**src/rtl/rv32_ifetch_queue_pkg.sv**
```systemverilog
// Shared types and constants for the instruction fetch queue.
package rv32_ifetch_queue_pkg;

  localparam int XLEN = 32;
  localparam int RV32_IQ_DEPTH = 4;
  localparam logic [XLEN-1:0] RV32_NOP = 32'h0000_0013;

  typedef struct packed {
    logic [XLEN-1:0] pc;
    logic [XLEN-1:0] instr;
  } fetch_entry_t;

endpackage

```
**src/rtl/rv32_ifetch_queue_if.sv**
```systemverilog
// Bus bundle for the fetch queue: instruction memory port, redirect input, decode handshake.
interface rv32_ifetch_queue_if;
  import rv32_ifetch_queue_pkg::*;

  logic            imem_req;
  logic [XLEN-1:0] imem_addr;
  logic            imem_rvalid;
  logic [XLEN-1:0] imem_rdata;
  logic            redirect_valid;
  logic [XLEN-1:0] redirect_pc;
  // Decode handshake: a beat transfers on a rising clk edge where instr_valid && instr_ready.
  // While instr_valid is high and no transfer happens, instr and instr_pc hold their values.
  logic            instr_valid;
  logic            instr_ready;
  logic [XLEN-1:0] instr;
  logic [XLEN-1:0] instr_pc;

  modport master (
    output imem_req, imem_addr, instr_valid, instr, instr_pc,
    input  imem_rvalid, imem_rdata, redirect_valid, redirect_pc, instr_ready
  );

  modport slave (
    input  imem_req, imem_addr, instr_valid, instr, instr_pc,
    output imem_rvalid, imem_rdata, redirect_valid, redirect_pc, instr_ready
  );

endinterface

```
**src/rtl/rv32_ifetch_queue_fifo.sv**
```systemverilog
// Small synchronous FIFO with flush; push and pop may coincide, flush wins over both.
module rv32_ifetch_queue_fifo #(
  parameter int W     = 64,
  parameter int DEPTH = 4
) (
  input  logic                     clk,
  input  logic                     rst_n,
  input  logic                     flush,
  input  logic                     push,
  input  logic [W-1:0]             din,
  input  logic                     pop,
  output logic [W-1:0]             dout,
  output logic [$clog2(DEPTH):0]   count
);

  localparam int AW = $clog2(DEPTH);
  localparam logic [AW:0] FULL = (AW+1)'(DEPTH);

  logic [W-1:0]  mem [DEPTH];
  logic [AW-1:0] rd_ptr;
  logic [AW-1:0] wr_ptr;
  logic          do_push;
  logic          do_pop;

  assign do_pop  = pop && (count != '0);
  assign do_push = push && ((count != FULL) || do_pop);
  assign dout    = mem[rd_ptr];

  always_ff @(posedge clk) begin
    if (!rst_n || flush) begin
      rd_ptr <= '0;
      wr_ptr <= '0;
      count  <= '0;
    end else begin
      if (do_push) wr_ptr <= wr_ptr + 1'b1;
      if (do_pop)  rd_ptr <= rd_ptr + 1'b1;
      case ({do_push, do_pop})
        2'b10:   count <= count + 1'b1;
        2'b01:   count <= count - 1'b1;
        default: count <= count;
      endcase
    end
  end

  always_ff @(posedge clk) begin
    if (do_push) mem[wr_ptr] <= din;
  end

endmodule

```
**src/rtl/rv32_ifetch_queue.sv**
```systemverilog
// Fetch front end: PC, single-outstanding issue with credit check, drop flag, decode-side queue.
module rv32_ifetch_queue
  import rv32_ifetch_queue_pkg::*;
#(
  parameter int              DEPTH    = RV32_IQ_DEPTH,
  parameter logic [XLEN-1:0] RESET_PC = 32'h0000_0000
) (
  input logic               clk,
  input logic               rst_n,
  rv32_ifetch_queue_if.master bus
);

  localparam int CW = $clog2(DEPTH) + 1;
  localparam logic [CW:0] DEPTH_W = (CW+1)'(DEPTH);

  logic [XLEN-1:0] pc;
  logic [XLEN-1:0] req_pc;
  logic [XLEN-1:0] last_pc;
  logic            inflight;
  logic            drop;
  logic [CW-1:0]   count;
  logic [CW:0]     used;
  logic            issue;
  logic            push;
  logic            pop;
  fetch_entry_t    head;
  fetch_entry_t    entry_in;

  // Credits count outstanding reads as occupied, so every response is guaranteed a slot.
  assign used     = {1'b0, count} + (CW+1)'(inflight);
  assign issue    = rst_n && !bus.redirect_valid && (used < DEPTH_W);
  assign push     = bus.imem_rvalid && inflight && !drop && !bus.redirect_valid;
  assign pop      = bus.instr_valid && bus.instr_ready;
  assign entry_in = '{pc: req_pc, instr: bus.imem_rdata};

  assign bus.imem_req    = issue;
  assign bus.imem_addr   = pc;
  assign bus.instr_valid = (count != '0);
  assign bus.instr       = bus.instr_valid ? head.instr : RV32_NOP;
  assign bus.instr_pc    = bus.instr_valid ? head.pc : last_pc;

  rv32_ifetch_queue_fifo #(
    .W     ($bits(fetch_entry_t)),
    .DEPTH (DEPTH)
  ) u_fifo (
    .clk   (clk),
    .rst_n (rst_n),
    .flush (bus.redirect_valid),
    .push  (push),
    .din   (entry_in),
    .pop   (pop),
    .dout  (head),
    .count (count)
  );

  always_ff @(posedge clk) begin
    if (!rst_n) begin
      pc       <= RESET_PC;
      req_pc   <= '0;
      last_pc  <= '0;
      inflight <= 1'b0;
      drop     <= 1'b0;
    end else begin
      if (bus.instr_valid) last_pc <= head.pc;
      if (issue) req_pc <= pc;

      if (bus.redirect_valid) begin
        pc   <= bus.redirect_pc & ~32'h3;
        drop <= inflight && !bus.imem_rvalid;
      end else begin
        if (issue) pc <= pc + 32'd4;
        if (bus.imem_rvalid && drop) drop <= 1'b0;
      end

      if (issue) inflight <= 1'b1;
      else if (bus.imem_rvalid) inflight <= 1'b0;
    end
  end

  // A response with nothing outstanding means the memory side broke the fixed-latency contract.
  rvalid_has_request: assert property (@(posedge clk) disable iff (!rst_n)
    bus.imem_rvalid |-> inflight);

endmodule

```
**src/flat_wrapper.sv**
```systemverilog
// flat-port wrapper written by rule: the top's interface ports become plain ports
module rv32_ifetch_queue_flat import rv32_ifetch_queue_pkg::*;
#(
  parameter int              DEPTH    = RV32_IQ_DEPTH,
  parameter logic [XLEN-1:0] RESET_PC = 32'h0000_0000
)
  (clk, rst_n, bus_imem_req, bus_imem_addr, bus_instr_valid, bus_instr, bus_instr_pc, bus_imem_rvalid, bus_imem_rdata, bus_redirect_valid, bus_redirect_pc, bus_instr_ready);
  rv32_ifetch_queue_if bus_i ();
  input logic clk;
  input logic rst_n;
  output wire logic [$bits(bus_i.imem_req)-1:0] bus_imem_req;
  output wire logic [$bits(bus_i.imem_addr)-1:0] bus_imem_addr;
  output wire logic [$bits(bus_i.instr_valid)-1:0] bus_instr_valid;
  output wire logic [$bits(bus_i.instr)-1:0] bus_instr;
  output wire logic [$bits(bus_i.instr_pc)-1:0] bus_instr_pc;
  input wire logic [$bits(bus_i.imem_rvalid)-1:0] bus_imem_rvalid;
  input wire logic [$bits(bus_i.imem_rdata)-1:0] bus_imem_rdata;
  input wire logic [$bits(bus_i.redirect_valid)-1:0] bus_redirect_valid;
  input wire logic [$bits(bus_i.redirect_pc)-1:0] bus_redirect_pc;
  input wire logic [$bits(bus_i.instr_ready)-1:0] bus_instr_ready;
  assign bus_imem_req = bus_i.imem_req;
  assign bus_imem_addr = bus_i.imem_addr;
  assign bus_instr_valid = bus_i.instr_valid;
  assign bus_instr = bus_i.instr;
  assign bus_instr_pc = bus_i.instr_pc;
  assign bus_i.imem_rvalid = bus_imem_rvalid;
  assign bus_i.imem_rdata = bus_imem_rdata;
  assign bus_i.redirect_valid = bus_redirect_valid;
  assign bus_i.redirect_pc = bus_redirect_pc;
  assign bus_i.instr_ready = bus_instr_ready;
  rv32_ifetch_queue #(.DEPTH(DEPTH), .RESET_PC(RESET_PC)) u_core (.clk(clk), .rst_n(rst_n), .bus(bus_i));
endmodule
```
**config.mk**
```make
export PLATFORM = sky130hd
export DESIGN_NAME = rv32_ifetch_queue_flat
export DESIGN_NICKNAME = d
export VERILOG_FILES = /design/src/rtl/rv32_ifetch_queue_pkg.sv /design/src/rtl/rv32_ifetch_queue_if.sv /design/src/rtl/rv32_ifetch_queue_fifo.sv /design/src/rtl/rv32_ifetch_queue.sv /design/src/flat_wrapper.sv
export SDC_FILE = /design/constraint.sdc
export NUM_CORES = 1
export LEC_CHECK = 0
export BUFFER_PORTS_ARGS = -buffer_cell sky130_fd_sc_hd__buf_2
export CAP_MARGIN = 20
export CORE_ASPECT_RATIO = 0.6
export CORE_MARGIN = 1.5
export CORE_UTILIZATION = 45
export DETAILED_ROUTE_END_ITERATION = 6
export GPL_ROUTABILITY_DRIVEN = 0
export HOLD_SLACK_MARGIN = 0.06
export PLACE_DENSITY_LB_ADDON = 0.15
export SLEW_MARGIN = 20
export SYNTH_ARGS = -nofsm -noshare
export SYNTH_HDL_FRONTEND = slang
export SYNTH_HIERARCHICAL = 1
export SYNTH_SLANG_ARGS = --single-unit
```
**constraint.sdc**
```tcl
create_clock -name clk -period 4.9 [get_ports clk]
set_input_delay 0.245 -clock clk [delete_from_list [all_inputs] [get_ports clk]]
set_output_delay 0.245 -clock clk [all_outputs]
set_load 0.03 [all_outputs]
```
# After elaboration in Yosys (flattened, before gate mapping)
# Memory sizes are Yosys's and may differ from the RTL's. A register that Yosys moved wholly into a read port is not among the register bits.
# Cells that the tools add are included.
[op_classes]
addsub = 6
n_reduce_logical = 22
n_mux = 13
bitwise = 1
div = 0
n_mul = 0
shifts = 0
n_lt_le_gt_ge = 1
eq_ne = 3
[op_table]
columns = ["cell", "count"]
rows = [
  ["$mux 32", 4],
  ["$add 32x3->32 const B", 1],
  ["$logic_and 1x1->1", 10],
  ["$reduce_bool 2->1", 4],
  ["$mux 1", 6],
  ["$pmux 3 s2", 1],
  ["$add 2x1->2 const B", 2],
  ["$add 3x1->4", 1],
  ["$logic_not 1->1", 4],
  ["$lt 4x3->1 const B", 1],
  ["$mux 2", 2],
  ["$add 3x1->3 const B", 1],
  ["$ne 3x3->1 const B", 1],
  ["$reduce_bool 3->1", 1],
  ["$sub 3x1->3 const B", 1],
  ["$eq 2x1->1 const B", 1],
  ["$eq 2x2->1 const B", 1],
  ["$logic_or 1x1->1", 2],
  ["$reduce_or 2->1", 1],
  ["$not 1->1", 1],
]
[totals]
mem_count = 1
inputBits = 69
latchBits = 0
reg_bits = 105
ramBits = 256
wordCells = 56
out_inout_bits = 98
rom_bits = 0
[memory_table]
columns = ["name", "depth", "width", "read_ports", "rd_clocked_by_memory_dff", "write_ports", "line_no", "rtl"]
rows = [
  ["u_core.u_fifo.mem", 4, 64, 1, 1, 1, "rv32_ifetch_queue_fifo.sv:19", "logic [W-1:0] mem [DEPTH];"],
]

# Depth between registers and ports, before layout
[depth]
depth_word = 7
depth_mapped = 10
mapped_depth_nobuf = 9

# Hierarchy
# Netlist, hierarchy kept.
[by_module_without_submodules]
columns = ["module", "seq_area_each_um2", "instances", "cells_per_inst", "area_per_inst_um2"]
rows = [
  ["rv32_ifetch_queue_fifo", 7867.5, 1, 389, 9740.6],
  ["rv32_ifetch_queue", 1881.8, 1, 492, 4222.8],
]

# Worst setup path after synthesis
# OpenSTA, ideal clock, no wires.
[synth_timing]
path_type = "register -> register"
from = "reg u_core.u_fifo.count[0]"
to = "mem u_core.u_fifo.mem[0][0] (enable)"
period_less_slack_ns = 3.502
slack_ns = 1.398
arrival_ns = 3.073
path_stages_with_launch = 8
required_time_ns = 4.471
path_buffers = 1
setup_time_ns = 0.429
cell_sequence = "dfxtp_1 -> nor3_1 -> inv_1 -> clkbuf_1 -> and2_1 -> nor4b_2 -> and2b_4 -> and2_1"
[synth_between]
elab_chain_cells = 7
elab_cells_between_ends = 8
cone_classes = "1 x eq/ne; 2 x mux; 5 x reduce/logical"
[synth_lines]
columns = ["item", "line_no", "rtl"]
rows = [
  ["start: declaration", "rv32_ifetch_queue_fifo.sv:13", "output logic [$clog2(DEPTH):0] count"],
  ["start signal: assignment", "rv32_ifetch_queue_fifo.sv:38", "2'b10: count <= count + 1'b1;"],
  ["start signal: assignment", "rv32_ifetch_queue_fifo.sv:39", "2'b01: count <= count - 1'b1;"],
  ["start signal: assignment", "rv32_ifetch_queue_fifo.sv:40", "default: count <= count;"],
  ["$reduce_bool 3->1", "rv32_ifetch_queue.sv:38", "assign bus.instr_valid = (count != '0);"],
  ["$logic_and 1x1->1", "rv32_ifetch_queue.sv:33", "assign pop = bus.instr_valid && bus.instr_ready;"],
  ["named net u_core.pop", "rv32_ifetch_queue.sv:25", "logic pop;"],
  ["$logic_and 1x1->1", "rv32_ifetch_queue_fifo.sv:25", "assign do_pop = pop && (count != '0);"],
  ["$logic_or 1x1->1", "rv32_ifetch_queue_fifo.sv:26", "assign do_push = push && ((count != FULL) || do_pop);"],
  ["$logic_and 1x1->1", "rv32_ifetch_queue_fifo.sv:26", ""],
  ["$mux 1", "rv32_ifetch_queue_fifo.sv:46", "if (do_push) mem[wr_ptr] <= din;"],
  ["$mux 1 (implied by the code)", "rv32_ifetch_queue_fifo.sv:46", ""],
  ["end: declaration", "rv32_ifetch_queue_fifo.sv:19", ""],
]
# The timed path passes the listed nets, and every way through them passes these cells.

# Worst setup path in the final report
[layout_timing]
from = "reg u_core.u_fifo.count[0]"
to = "mem u_core.u_fifo.mem[1][63] (enable)"
# The elaborated chain is that of the path after synthesis.

==> impl_results.md <==
- CP arrival: between 3000 and 4000 ps
- Die width: 230 µm
- NumNets Final: 1189
- Area Growth Syn to Fin: 21.9%
- Placement row count: just under 50
- Die Ht: 139 µm
- Core Util, Final: 56.3%
- Leak: roughly 6.3 nW
- RSZ-0062 raised after global routing: false
- Period minus WS final: 3040 ps
- HPWL after DPL: 16.8 mm
- Post-synthesis sequential area ratio: ~70%
- Initial Utilization: 46.2%
- Gr usage total: ~18%
- Final wirelength: about 29 mm
- Fin crit share: about three fifths
- Post-Syn Area: 14000 µm²
- Wire length on met2: 13.0 mm
- # port buffers: 162
- DRC viols: 0
- Crit path required time: a little over 5000 ps
- Synthesized instance count: 881
- Routed wire length per instance: 18.6 µm
- Vias/cell: 5.21
- Global-route wire length before repair: 45.2 mm
- Ys flop type: edfxtp_1
- Setup tns final: 0 ps
- Max Used Layer: met4
- Number of global-route vias before repair: 7886
- Crit-path max FO: between 40 and 50
- Overflow after GRT: 0
- Most frequent cells in the layout: 256 x edfxtp_1, 162 x buf_2, 101 x dfxtp_1
- Inserted Clock Buffers: 35
- DRT met1 WL: 13.9 mm
- Reg clk slew, reported paths: 70 ps
- VDD IR-drop max: 0.188 mV
- # setup viols final: 0
- Slew @ Worst Pin: 1080 ps
- Initial antenna violation count: 1
- Resized cells post-CTS: 0
- Avg Cell Area, Syn: 15.8 µm²
- Layout cell share with drive strength beyond 1: 29.9%
- Pwr Density: 371 nW/µm²
- Yosys reg bits: 359
- Clock Skew: 13.4 ps
- Fin area: 17000 µm²
- Place WS: 1800 ps
- Longest Clk Path Bufs: 3
- Max-cap violations: 0
- Asr flop ratio synth: 0%
- CP endpoint kind: register
- Largest net degree at the start of global routing: 70
- Core ar.: between 30000 and 40000 µm²
- Worst Setup Slack, final: 1860 ps
- DR pass1 iterations: 5
- Met3 WL post-DR: between 1.5 and 2 mm
- Cell variety after synth: 52
- Cell Area, Placed: 15200 µm²
- Hold buffers post-CTS: between 60 and 70
- YS warnings: 6
- I/O pin count: 167
- Routed via count: between 8000 and 9000
- CTS tree: yes
- Total power: 6.32 mW
- Routed Antenna Nets: 0
- Type of the most critical hold path: in2reg
- Root buffer cell: clkbuf_16
- Max-slew violation count: 0
- Final Hold Fails: 0
- H-tree Lvls: 2
- Status: completed
- Total die area: between 30000 and 40000 µm²
- CP Launch Type: register
- Initial DRC count: 555
- F_max: ~330 MHz
- Clock Sinks: 359
- CP Class: reg2reg
- Post-synth EDFFs: 256
- Max-slew headroom: between 20 and 30%
- Commonest non-fill, non-tap cell in the layout: edfxtp_1
- # Post-CTS Setup Buffers: 0
- Worst-Skew Late Latency: 510 ps
==> Yosys cell counts (2+ instances only) <==
library cell  count  share of area [%]
a21oi_1          37                1.3
a2bb2oi_1         2               0.13
a31oi_1           6               0.27
and2_1           70                3.1
and3_1            4               0.18
and4_1            3               0.19
buf_1             6               0.16
buf_2             8               0.29
buf_4             9               0.48
clkbuf_1         27               0.73
dfxtp_1         103                 15
edfxtp_1        256                 55
ha_1              5               0.45
inv_1            10               0.27
mux2_2           33                2.7
mux2i_1           5               0.36
mux4_2           64                 10
nand2_1          73                2.0
nand2b_1          6               0.27
nand3_1          31                1.1
nand4_1          13               0.58
nor2_1           18               0.48
nor3_1            8               0.29
nor4_1            6               0.27
nor4b_2           2               0.22
o211ai_1          2               0.11
o21ai_0          22               0.79
o22ai_1           2              0.090
o31a_1            2               0.13
or3_1             5               0.22
xnor2_1          12               0.75
xor2_1           11               0.69
==> cell type report <==
cell class / count / area [µm²]
Antenna cell: 1 / 2.50
Fill cell: 2430 / 13200
Inverter: 11 / 41.3
Clock inverter: 17 / 215
Clock buffer: 45 / 966
Sequential cell: 359 / 9750
Tap cell: 408 / 510
Multi-Input combinational cell: 470 / 3990
Timing Repair Buffer: 237 / 1540
==> cell families (layout without fill, tap and decap cells) <==
group           Yosys count  after routing  share of synthesized area [%]
flops                   359            359                           69.8
simple gates            250            250                           9.62
xor+xnor                 23             23                           1.44
mux                     102            102                           13.3
buf+inv                  61            310                           1.95
other cells               1             11                         0.0269
fa+ha+maj                 6              6                          0.591
compound gates           79             79                           3.20
==> critical path: stages, from the launching register on <==
cell and delay, ps:
dfxtp_1 520, nor3_2 100, inv_1 70, buf_4 310, and2_1 320, nor4b_2 90
and2b_4 310, and2_4 650, buf_4 330
==> flip-flops by register name (all words and copies together) (netlist names), named ones only <==
name,count
u_core/req_pc,30
u_core/u_fifo/rd_ptr,2
u_core/inflight,1
u_core/u_fifo/count,3
u_core/u_fifo/wr_ptr,2
u_core/last_pc,32
u_core/u_fifo/mem,256
u_core/drop,1
u_core/bus.imem_addr,30
==> layer usage <==
layer | global-route usage [%] | vias to the layer above
met1 | 27.2 | 4039
met5 | 0 | -
li1 | - | 3806
met3 | 3.67 | 24
met4 | 3.99 | 0
met2 | 27.3 | 194
==> path summary, 6_finish.rpt <==
kind,from,endpoint,slack [ps],cells after the start
worst min register to register,u_core/req_pc[26],u_core/req_pc[26],490,2
worst min-delay path,bus_redirect_pc[21],u_core/bus.imem_addr[21],140,4
worst max-delay path,u_core/u_fifo/count[0],u_core/u_fifo/mem[1][63],1860,8
worst max register to register,u_core/u_fifo/count[0],u_core/u_fifo/mem[1][63],1860,8
==> per-stage QoR <==
step           cells  hold WS, ps
3_5_place_dp    1422          447
3_3_place_gp    1422          445
6_report        1548          136
2_1_floorplan    890          324
5_1_grt         1548          156
4_1_cts         1546         99.2
==> power breakdown <==
group	internal, mW	total, mW	switching (mW)
Clock	1.66	2.75	1.09
Combinational	0.102	0.239	0.137
Sequential	3.28	3.33	0.0433
Total	5.05	6.32	1.27
Note: power is estimated with default switching activity, not from simulation.
